===== config.mk =====
export PLATFORM = sky130hd
export DESIGN_NAME = alu_mdu_flat
export DESIGN_NICKNAME = d
export VERILOG_FILES = /design/src/rtl/alu_mdu_if.sv /design/src/rtl/alu_mdu.sv /design/src/flat_wrapper.sv
export SDC_FILE = /design/constraint.sdc
export NUM_CORES = 2
export LEC_CHECK = 0
export CORE_ASPECT_RATIO = 0.75
export CORE_MARGIN = 5
export CORE_UTILIZATION = 45
export DETAILED_ROUTE_END_ITERATION = 8
export PLACE_DENSITY = 0.73
export SYNTH_ARGS = -nofsm -noshare
export SYNTH_HDL_FRONTEND = slang
export SYNTH_SLANG_ARGS = --single-unit

===== constraint.sdc =====
create_clock -name clk -period 17.2 [get_ports clk]
set_input_delay 4.3 -clock clk [delete_from_list [all_inputs] [get_ports clk]]
set_output_delay 4.3 -clock clk [all_outputs]
set_load 0.01 [all_outputs]

===== src/rtl/alu_mdu_if.sv =====
// Handshake bundle between the EX-stage control and the alu_mdu arithmetic unit.
// The master side issues operations and consumes results; the slave is the unit.
interface alu_mdu_if #(
  parameter int XLEN = 32
);
  logic            flush;
  logic            in_valid;
  logic            in_ready;
  logic [4:0]      alu_op;
  logic [XLEN-1:0] a;
  logic [XLEN-1:0] b;
  logic [XLEN-1:0] pc;
  logic            out_valid;
  logic            out_ready;
  logic [XLEN-1:0] out_result;
  logic            out_zero;

  modport master (
    output flush, in_valid, alu_op, a, b, pc, out_ready,
    input  in_ready, out_valid, out_result, out_zero
  );

  modport slave (
    input  flush, in_valid, alu_op, a, b, pc, out_ready,
    output in_ready, out_valid, out_result, out_zero
  );
endinterface


===== src/rtl/alu_mdu.sv =====
// Execute-stage arithmetic unit: single-cycle integer ALU plus an iterative
// RV32M multiply (radix-2 shift-add) and divide (restoring radix-2) engine.
// Every result is registered together with its zero flag and held in DONE
// until the consumer takes it.
module alu_mdu #(
  parameter  int XLEN = 32,
  localparam int SHW  = $clog2(XLEN)
) (
  input logic       clk,
  input logic       rst,
  alu_mdu_if.slave  bus
);

  localparam logic [4:0] OP_NOP    = 5'h00;
  localparam logic [4:0] OP_LUI    = 5'h01;
  localparam logic [4:0] OP_AUIPC  = 5'h02;
  localparam logic [4:0] OP_ADD    = 5'h03;
  localparam logic [4:0] OP_SUB    = 5'h04;
  localparam logic [4:0] OP_SLT    = 5'h05;
  localparam logic [4:0] OP_SLTU   = 5'h06;
  localparam logic [4:0] OP_XOR    = 5'h07;
  localparam logic [4:0] OP_OR     = 5'h08;
  localparam logic [4:0] OP_AND    = 5'h09;
  localparam logic [4:0] OP_SLL    = 5'h0A;
  localparam logic [4:0] OP_SRL    = 5'h0B;
  localparam logic [4:0] OP_SRA    = 5'h0C;
  localparam logic [4:0] OP_MUL    = 5'h10;
  localparam logic [4:0] OP_MULH   = 5'h11;
  localparam logic [4:0] OP_MULHSU = 5'h12;
  localparam logic [4:0] OP_MULHU  = 5'h13;
  localparam logic [4:0] OP_DIV    = 5'h14;
  localparam logic [4:0] OP_DIVU   = 5'h15;
  localparam logic [4:0] OP_REM    = 5'h16;
  localparam logic [4:0] OP_REMU   = 5'h17;

  localparam logic [XLEN-1:0] MOST_NEG = {1'b1, {(XLEN-1){1'b0}}};
  localparam logic [SHW-1:0]  CNT_LAST = SHW'(XLEN - 1);
  localparam logic [SHW-1:0]  CNT_ONE  = SHW'(1);

  typedef enum logic [1:0] {IDLE = 2'd0, CALC = 2'd1, DONE = 2'd2} state_e;

  state_e            state_q, state_d;
  logic [SHW-1:0]    cnt_q, cnt_d;
  logic [4:0]        op_q, op_d;
  logic [2*XLEN-1:0] acc_q, acc_d;
  logic [2*XLEN-1:0] mcand_q, mcand_d;
  logic [XLEN-1:0]   mplier_q, mplier_d;
  logic              mcorr_q, mcorr_d;
  logic              qneg_q, qneg_d;
  logic              rneg_q, rneg_d;
  logic [XLEN-1:0]   out_result_q, out_result_d;
  logic              out_zero_q, out_zero_d;
  logic              out_valid_q, out_valid_d;

  logic              accept_s, is_mop_s, is_div_s, sdiv_s, special_s;
  logic [XLEN-1:0]   special_res_s, imm_res_s, mag_a_s, mag_b_s;
  logic [2*XLEN-1:0] setup_acc_s, setup_mcand_s;
  logic [XLEN-1:0]   setup_mplier_s;
  logic              setup_mcorr_s, setup_qneg_s, setup_rneg_s;
  logic [XLEN:0]     div_top_s;
  logic              div_ge_s;
  logic [XLEN-1:0]   div_rem_s, quo_s, rem_s, final_res_s;
  logic [2*XLEN-1:0] iter_s, prod_s;

  function automatic logic [XLEN-1:0] base_alu(input logic [4:0] op,
                                                input logic [XLEN-1:0] a,
                                                input logic [XLEN-1:0] b,
                                                input logic [XLEN-1:0] pc);
    logic [SHW-1:0] sh;
    sh = b[SHW-1:0];
    case (op)
      OP_NOP:   return a;
      OP_LUI:   return b;
      OP_AUIPC: return pc + b;
      OP_ADD:   return a + b;
      OP_SUB:   return a - b;
      OP_SLT:   return {{(XLEN-1){1'b0}}, ($signed(a) < $signed(b))};
      OP_SLTU:  return {{(XLEN-1){1'b0}}, (a < b)};
      OP_XOR:   return a ^ b;
      OP_OR:    return a | b;
      OP_AND:   return a & b;
      OP_SLL:   return a << sh;
      OP_SRL:   return a >> sh;
      OP_SRA:   return $signed(a) >>> sh;
      default:  return '0;
    endcase
  endfunction

  assign bus.in_ready   = !rst && ((state_q == IDLE) || ((state_q == DONE) && bus.out_ready));
  assign bus.out_valid  = out_valid_q;
  assign bus.out_result = out_result_q;
  assign bus.out_zero   = out_zero_q;
  assign accept_s       = bus.in_valid && bus.in_ready && !bus.flush;

  // Decode the incoming op: immediate result, special cases and engine setup
  always_comb begin
    is_mop_s      = (bus.alu_op[4:3] == 2'b10);
    is_div_s      = is_mop_s && bus.alu_op[2];
    sdiv_s        = is_div_s && !bus.alu_op[0];
    special_s     = 1'b0;
    special_res_s = '0;
    if (is_div_s && (bus.b == '0)) begin
      special_s     = 1'b1;
      special_res_s = bus.alu_op[1] ? bus.a : '1;
    end else if (sdiv_s && (bus.a == MOST_NEG) && (bus.b == '1)) begin
      special_s     = 1'b1;
      special_res_s = bus.alu_op[1] ? '0 : bus.a;
    end else begin
      special_s     = 1'b0;
      special_res_s = '0;
    end
    imm_res_s = is_mop_s ? special_res_s : base_alu(bus.alu_op, bus.a, bus.b, bus.pc);
    mag_a_s   = (sdiv_s && bus.a[XLEN-1]) ? -bus.a : bus.a;
    mag_b_s   = (sdiv_s && bus.b[XLEN-1]) ? -bus.b : bus.b;
    if (is_div_s) begin
      // Remainder:quotient pair starts as 0:|A|; mplier holds |B| throughout
      setup_acc_s    = {{XLEN{1'b0}}, mag_a_s};
      setup_mcand_s  = '0;
      setup_mplier_s = mag_b_s;
      setup_mcorr_s  = 1'b0;
      setup_qneg_s   = sdiv_s && (bus.a[XLEN-1] ^ bus.b[XLEN-1]);
      setup_rneg_s   = sdiv_s && bus.a[XLEN-1];
    end else begin
      // A extended per variant; B's extension bit (weight -2^XLEN) becomes a final correction
      setup_acc_s    = '0;
      setup_mcand_s  = (bus.alu_op[1:0] != 2'b11) ? {{XLEN{bus.a[XLEN-1]}}, bus.a}
                                                  : {{XLEN{1'b0}}, bus.a};
      setup_mplier_s = bus.b;
      setup_mcorr_s  = !bus.alu_op[1] && bus.b[XLEN-1];
      setup_qneg_s   = 1'b0;
      setup_rneg_s   = 1'b0;
    end
  end

  // One multiply/divide iteration plus final sign fix-up and result select
  always_comb begin
    div_top_s = acc_q[2*XLEN-1:XLEN-1];
    div_ge_s  = div_top_s[XLEN] || (div_top_s[XLEN-1:0] >= mplier_q);
    div_rem_s = div_ge_s ? (div_top_s[XLEN-1:0] - mplier_q) : div_top_s[XLEN-1:0];
    if (op_q[2]) begin
      iter_s = {div_rem_s, acc_q[XLEN-2:0], div_ge_s};
    end else begin
      iter_s = acc_q + (mplier_q[0] ? mcand_q : '0);
    end
    prod_s = iter_s - (mcorr_q ? {mcand_q[2*XLEN-2:0], 1'b0} : '0);
    quo_s  = qneg_q ? -iter_s[XLEN-1:0] : iter_s[XLEN-1:0];
    rem_s  = rneg_q ? -iter_s[2*XLEN-1:XLEN] : iter_s[2*XLEN-1:XLEN];
    case (op_q)
      OP_MUL:                      final_res_s = prod_s[XLEN-1:0];
      OP_MULH, OP_MULHSU, OP_MULHU: final_res_s = prod_s[2*XLEN-1:XLEN];
      OP_DIV, OP_DIVU:             final_res_s = quo_s;
      OP_REM, OP_REMU:             final_res_s = rem_s;
      default:                     final_res_s = '0;
    endcase
  end

  // FSM next state and datapath register updates; flush overrides everything
  always_comb begin
    state_d      = state_q;
    cnt_d        = cnt_q;
    op_d         = op_q;
    acc_d        = acc_q;
    mcand_d      = mcand_q;
    mplier_d     = mplier_q;
    mcorr_d      = mcorr_q;
    qneg_d       = qneg_q;
    rneg_d       = rneg_q;
    out_result_d = out_result_q;
    out_zero_d   = out_zero_q;
    if (bus.flush) begin
      state_d = IDLE;
      cnt_d   = '0;
    end else begin
      case (state_q)
        IDLE, DONE: begin
          if (accept_s) begin
            op_d     = bus.alu_op;
            cnt_d    = '0;
            acc_d    = setup_acc_s;
            mcand_d  = setup_mcand_s;
            mplier_d = setup_mplier_s;
            mcorr_d  = setup_mcorr_s;
            qneg_d   = setup_qneg_s;
            rneg_d   = setup_rneg_s;
            if (is_mop_s && !special_s) begin
              state_d = CALC;
            end else begin
              state_d      = DONE;
              out_result_d = imm_res_s;
              out_zero_d   = (imm_res_s == '0);
            end
          end else if ((state_q == DONE) && bus.out_ready) begin
            state_d = IDLE;
          end else begin
            state_d = state_q;
          end
        end
        CALC: begin
          acc_d = iter_s;
          if (!op_q[2]) begin
            mcand_d  = {mcand_q[2*XLEN-2:0], 1'b0};
            mplier_d = {1'b0, mplier_q[XLEN-1:1]};
          end else begin
            mcand_d  = mcand_q;
            mplier_d = mplier_q;
          end
          if (cnt_q == CNT_LAST) begin
            state_d      = DONE;
            cnt_d        = '0;
            out_result_d = final_res_s;
            out_zero_d   = (final_res_s == '0);
          end else begin
            cnt_d = cnt_q + CNT_ONE;
          end
        end
        default: begin
          state_d = IDLE;
        end
      endcase
    end
    out_valid_d = (state_d == DONE);
  end

  // State and datapath registers with synchronous active-high reset
  always_ff @(posedge clk) begin
    if (rst) begin
      state_q      <= IDLE;
      cnt_q        <= '0;
      op_q         <= '0;
      acc_q        <= '0;
      mcand_q      <= '0;
      mplier_q     <= '0;
      mcorr_q      <= 1'b0;
      qneg_q       <= 1'b0;
      rneg_q       <= 1'b0;
      out_result_q <= '0;
      out_zero_q   <= 1'b0;
      out_valid_q  <= 1'b0;
    end else begin
      state_q      <= state_d;
      cnt_q        <= cnt_d;
      op_q         <= op_d;
      acc_q        <= acc_d;
      mcand_q      <= mcand_d;
      mplier_q     <= mplier_d;
      mcorr_q      <= mcorr_d;
      qneg_q       <= qneg_d;
      rneg_q       <= rneg_d;
      out_result_q <= out_result_d;
      out_zero_q   <= out_zero_d;
      out_valid_q  <= out_valid_d;
    end
  end

endmodule


===== src/flat_wrapper.sv =====
// flat-port wrapper written by rule: the top's interface ports become plain ports
module alu_mdu_flat 
#(
  parameter  int XLEN = 32,
  localparam int SHW  = $clog2(XLEN)
)
  (clk, rst, bus_flush, bus_in_valid, bus_alu_op, bus_a, bus_b, bus_pc, bus_out_ready, bus_in_ready, bus_out_valid, bus_out_result, bus_out_zero);
  alu_mdu_if #(.XLEN(XLEN)) bus_i ();
  input logic clk;
  input logic rst;
  input wire logic [$bits(bus_i.flush)-1:0] bus_flush;
  input wire logic [$bits(bus_i.in_valid)-1:0] bus_in_valid;
  input wire logic [$bits(bus_i.alu_op)-1:0] bus_alu_op;
  input wire logic [$bits(bus_i.a)-1:0] bus_a;
  input wire logic [$bits(bus_i.b)-1:0] bus_b;
  input wire logic [$bits(bus_i.pc)-1:0] bus_pc;
  input wire logic [$bits(bus_i.out_ready)-1:0] bus_out_ready;
  output wire logic [$bits(bus_i.in_ready)-1:0] bus_in_ready;
  output wire logic [$bits(bus_i.out_valid)-1:0] bus_out_valid;
  output wire logic [$bits(bus_i.out_result)-1:0] bus_out_result;
  output wire logic [$bits(bus_i.out_zero)-1:0] bus_out_zero;
  assign bus_i.flush = bus_flush;
  assign bus_i.in_valid = bus_in_valid;
  assign bus_i.alu_op = bus_alu_op;
  assign bus_i.a = bus_a;
  assign bus_i.b = bus_b;
  assign bus_i.pc = bus_pc;
  assign bus_i.out_ready = bus_out_ready;
  assign bus_in_ready = bus_i.in_ready;
  assign bus_out_valid = bus_i.out_valid;
  assign bus_out_result = bus_i.out_result;
  assign bus_out_zero = bus_i.out_zero;
  alu_mdu #(.XLEN(XLEN)) u_core (.clk(clk), .rst(rst), .bus(bus_i));
endmodule

Word-level counts from Yosys, hierarchy flattened
Index checks and enable logic that the tools add are counted.

Register bits: 209. Output and inout port bits: 35.

Add/subtract/negate cells: 11. Magnitude comparators: 3. Equality and inequality tests: 32. Shifts and indexed selects: 3. Mux-type cells: 49. Bitwise gates (word level): 5. Reductions and logical operators: 37.

Operator list (number): two-way mux 32 bit (17); two-way mux 64 bit (8); one-hot mux 32 bit (13 select lines) (1); one-hot mux 64 bit (2 select lines) (2); negator 32 bit (4); one-hot mux 32 bit (2 select lines) (2); one-hot mux 32 bit (4 select lines) (1); logical NOT 32 bit (3); adder 32 bit (2); adder 64 bit (1); == test 32 bit, second input constant (2); less-than comparator 32 bit (2); subtractor 32 bit (2); subtractor 64 bit (1); == test 5 bit, second input constant (9); bitwise AND 32 bit (1); >= comparator 32 bit (1); OR 32 bit (1); << shifter 32 x 5 -> 32 bit (1); right shift 32 x 5 -> 32 bit (1); >>> shifter 32 x 5 -> 32 bit (1); XOR 32 bit (1); == test 5 x 4 -> 1 bit, second input constant (5); == test 5 x 3 -> 1 bit, second input constant (4); other kinds (27) (67).

Depth between registers and ports, before layout
Depth after elaboration: 14. Gate-level depth with buffers: 32.

Worst setup path after synthesis
OpenSTA, ideal clock, no wires.

Kind: input port to flip-flop. Start: input port bus_b[2]. End: register u_core.out_zero_q (netlist: u_core.bus.out_zero). Library setup time: 0.059 ns. Arrival: 10.077 ns. Data required time: 17.141 ns. Setup slack: 7.064 ns. Cell stages on the path: 23. Path buffers: 5. Cells stage by stage: clkbuf_1 inv_1 buf_1 clkbuf_1 buf_1 buf_1 ha_1 nand2b_1 a21oi_1 o21ai_1 a21o_1 nand2_1 a221o_1 a2111o_1 a31oi_1 nor4b_1 a311o_1 or4_1 nor3_1 or4b_1 or4_1 o31ai_1 a31o_1.

Word-level cells in the longest chain between the ends: 9.

RTL lines: start: declaration (RTL line flat_wrapper.sv:15) `input wire logic [$bits(bus_i.b)-1:0] bus_b;`; branches (longest 9 deep; another with subtractor 32 bit); end signal: assignment (RTL line alu_mdu.sv:250) `out_zero_q <= out_zero_d;`; end: declaration (RTL line alu_mdu.sv:52) `logic out_zero_q, out_zero_d;`.

Parallel ways; which one is timed is not known. The select of a mux whose other input is x is not followed. A chain may end at the register's enable or synchronous reset.

Worst setup path after layout
Start: input port bus_alu_op[0]. End: register u_core.out_zero_q (netlist: u_core.bus.out_zero).

Word-level cells in the longest chain between the ends: 11.

RTL lines: start: declaration (RTL line flat_wrapper.sv:13) `input wire logic [$bits(bus_i.alu_op)-1:0] bus_alu_op;`; branches (longest 11 deep; another with one-hot mux 32 bit (13 select lines)).

Parallel ways; which one is timed is not known. The select of a mux whose other input is x is not followed.

==> flow_metrics.tcl <==
set metrics [dict create \
    status "complete, no violations" \
    cts-root-buf "clkbuf_16" \
    cp-end-kind "flip-flop" \
    slowest_delay_ns 1.03 \
    clkLatencyLatePin_ns 0.58 \
    synth-edff-count 0 \
    slew_headroom_pct 2.605 \
    area_delta_synth_final_pct 8.947 \
    rsz0062_at_grt "no" \
    via_per_inst 7.121 \
    grt_max_degree 82 \
    drv_cap 0 \
    rows 87 \
    first_iter_violations 7577 \
    hold_class "flip-flop to flip-flop" \
    synth_nets 5347 \
    fin_tns_setup_ns 0 \
    finClkSkew_ns 0.01556 \
    vias 42090 \
    setup_viol 0 \
    cts_max_level 1 \
    ant_nets 0 \
    cts_resized 0 \
    die_width_um 329.2 \
    gr-total-overflow 0 \
    syn_area_um2 34390 \
    cpMaxStageDelayCell "clkdlybuf4s50_1" \
    synth_async_sr_flop_share_pct 0 \
    yosys_warnings 0 \
    cp_cell_sequence "clkdlybuf4s50_1 -> nand2_1 -> nor2_4 -> mux2_2 -> ha_1 -> inv_1 -> fa_1 -> nor2b_1 -> o21a_1 -> o21ai_0 -> a21o_1 -> a311oi_1 -> nor3_1 -> nor2_1 -> xnor2_1 -> o211ai_1 -> a311o_1 -> or4_1 -> nor3_1 -> or4b_1 -> or4_1 -> o31ai_1 -> a31o_1" \
    worstPathMaxFanout 32 \
    gp_congestion 1.155 \
    required_ns 17.72 \
    start_kind "input port" \
    ys_seq_elements 209 \
    worst_slew_pin_slew_ns 1.448 \
    fmax_ghz 0.08624 \
    grt_usage_pct 41.56 \
    power_leakage_nw 15.12 \
    synth_ff_type "dfxtp_1" \
    ys_types 105 \
    drv_slew 0 \
    core_um2 75440 \
    fill_cells 7640 \
    avgSynthCellArea_um2 6.955 \
    powerDensity_nw_per_um2 53.89 \
    grt_pass1_wl_mm 258.0 \
    first_pass_iters 9 \
    seq_area_frac_synth_pct 12.17 \
    die_y_um 249.4 \
    cts_hold_buf 0 \
    start_util_pct 45.59 \
    dp_hpwl_mm 140.1 \
    place.port_buffers 140 \
    die-area_um2 82100 \
    cts_buffers 24 \
    clk_pin_slew_ns 0.07 \
    cts_buffer_depth 3 \
    critPathArrivalTime_ns 12.12 \
    hold_viol 0 \
    antenna_found_initial 11 \
    clock_sinks 209 \
    layout_min_cycle_time_ns 11.60 \
    post-route-period-util_pct 67.41 \
    post_cts_buffers 0 \
    drt_wl_total_mm 181.4 \
    holdWs_ns 0.4524 \
    synth_cells 4944 \
    nets 5266 \
    drc_errors 0 \
    final_layout_size_suffix_gt1_share_pct 7.355 \
    routedWlPerCell_um 30.70 \
    vdd_drop_max_uv 71.54 \
    critPathKind "input port to flip-flop" \
    grt_pass1_vias 36710 \
    ios 141 \
    cts_tree "done" \
]
[flip-flops by register name, summed over array words and instances, names as in the netlist]
register / cells
u_core.acc_q: 64
u_core.mcorr_q: 1
u_core.rneg_q: 1
u_core.bus.out_valid: 1
u_core.bus.out_zero: 1
u_core.cnt_q: 5
u_core.mplier_q: 32
u_core.bus.out_result: 32
u_core.state_q: 2
u_core.qneg_q: 1
u_core.mcand_q: 64
u_core.op_q: 5
[metrics by stage]
stage	util [%]	std cells	worst slack (ns)	power, W	instance area, um2
2_1_floorplan	-	4944	7.064	0.001093	34390
3_3_place_gp	48.59	5860	5.296	0.001422	36650
3_5_place_dp	48.59	5860	5.274	0.001418	36650
4_1_cts	49.64	5904	5.835	0.001965	37450
5_1_grt	49.64	5904	5.356	0.002076	37450
6_report	49.66	5910	5.605	0.002019	37460
[worst paths after layout]
check / to / cells past startpoint / slack [ns] / from
worst max-delay path: u_core.bus.out_zero / 23 / 5.60 / bus_alu_op[0]
worst min-delay path: u_core.bus.out_result[0] / 2 / 0.45 / u_core.bus.out_result[0]
worst max register to register: u_core.bus.out_zero / 28 / 7.92 / u_core.mplier_q[0]
worst min register to register: u_core.bus.out_result[0] / 2 / 0.45 / u_core.bus.out_result[0]
[cell usage after synthesis (99+ instances only)]
| cell type | count | share of area, % |
|---|---|---|
| nand2_1 | 511 | 5.6 |
| dfxtp_1 | 209 | 12 |
| xnor2_1 | 167 | 4.3 |
| nor2_1 | 525 | 5.7 |
| nor3_1 | 175 | 2.5 |
| o21ai_0 | 250 | 3.6 |
| clkbuf_1 | 298 | 3.3 |
| inv_1 | 200 | 2.2 |
| a21o_1 | 99 | 2.2 |
| a21oi_1 | 410 | 6.0 |
| ha_1 | 292 | 11 |
| nand3_1 | 153 | 2.2 |
[cell usage in the layout (no fill, tap or decap), types with 60 or more instances in the layout]
cell             netlist  final
inv_1                200    198
buf_4                  0    123
a21o_1                99     99
a221oi_1              71     71
a211oi_1              82     82
nor3_1               175    171
and2_1                89     89
dfxtp_1              209    206
mux4_2                60     60
clkdlybuf4s50_1        0    134
nand2_1              511    509
mux2i_1               84     84
o21ai_0              250    248
nand4_1               89     89
a21oi_1              410    409
xnor2_1              167    167
nand3_1              153    153
ha_1                 292    292
o211ai_1              89     89
nor2_1               525    518
[cell type report]
type | instances | area (um2) | area share, %
diodes | 6 | 15.01 | 0.04008
clock buffers | 29 | 660.6 | 1.763
clock inverters | 15 | 137.6 | 0.3674
inverters | 203 | 762.0 | 2.034
multi-input cells | 4164 | 28130 | 75.08
flip-flops and latches | 209 | 4190 | 11.18
well taps | 1023 | 1280 | 3.416
repair buffers | 261 | 2291 | 6.115
[kinds of logic after synthesis]
logic type | share of synthesized area, %
mux | 7.925
simple gates | 26.19
fa+ha+maj | 10.92
flops | 12.17
compound gates | 30.77
xor+xnor | 5.654
buf+inv | 6.375
[critical path: cells and delay by family]
family	cells	cell delay (ns)
and+or+nand+nor	9	3.46
adders and majority gates	2	0.55
muxes	1	0.32
AOI/OAI and AO/OA	8	2.20
buffers and inverters	2	1.08
xor gates and xnor gates	1	0.16
[report_power, final]
group | internal [W] | leakage (nW) | total (W) | switching, W
Sequential | 0.000496 | 1.69 | 0.000514 | 0.0000185
Clock | 0.000294 | 0.379 | 0.000549 | 0.000255
Combinational | 0.000329 | 13.0 | 0.000955 | 0.000626
[metal layers]
| metal | track usage (%) | part of all wire, % | up-vias |
|---|---|---|---|
| met1 | 61.07 | 43 | 20080 |
| li1 | - | - | 18260 |
| met3 | 18.19 | 17 | 515 |
| met5 | 0 | 0.045 | - |
| met4 | 11.95 | 4.2 | 12 |
| met2 | 53.91 | 37 | 3215 |
No activity file was read; power rests on OpenSTA's default activity.
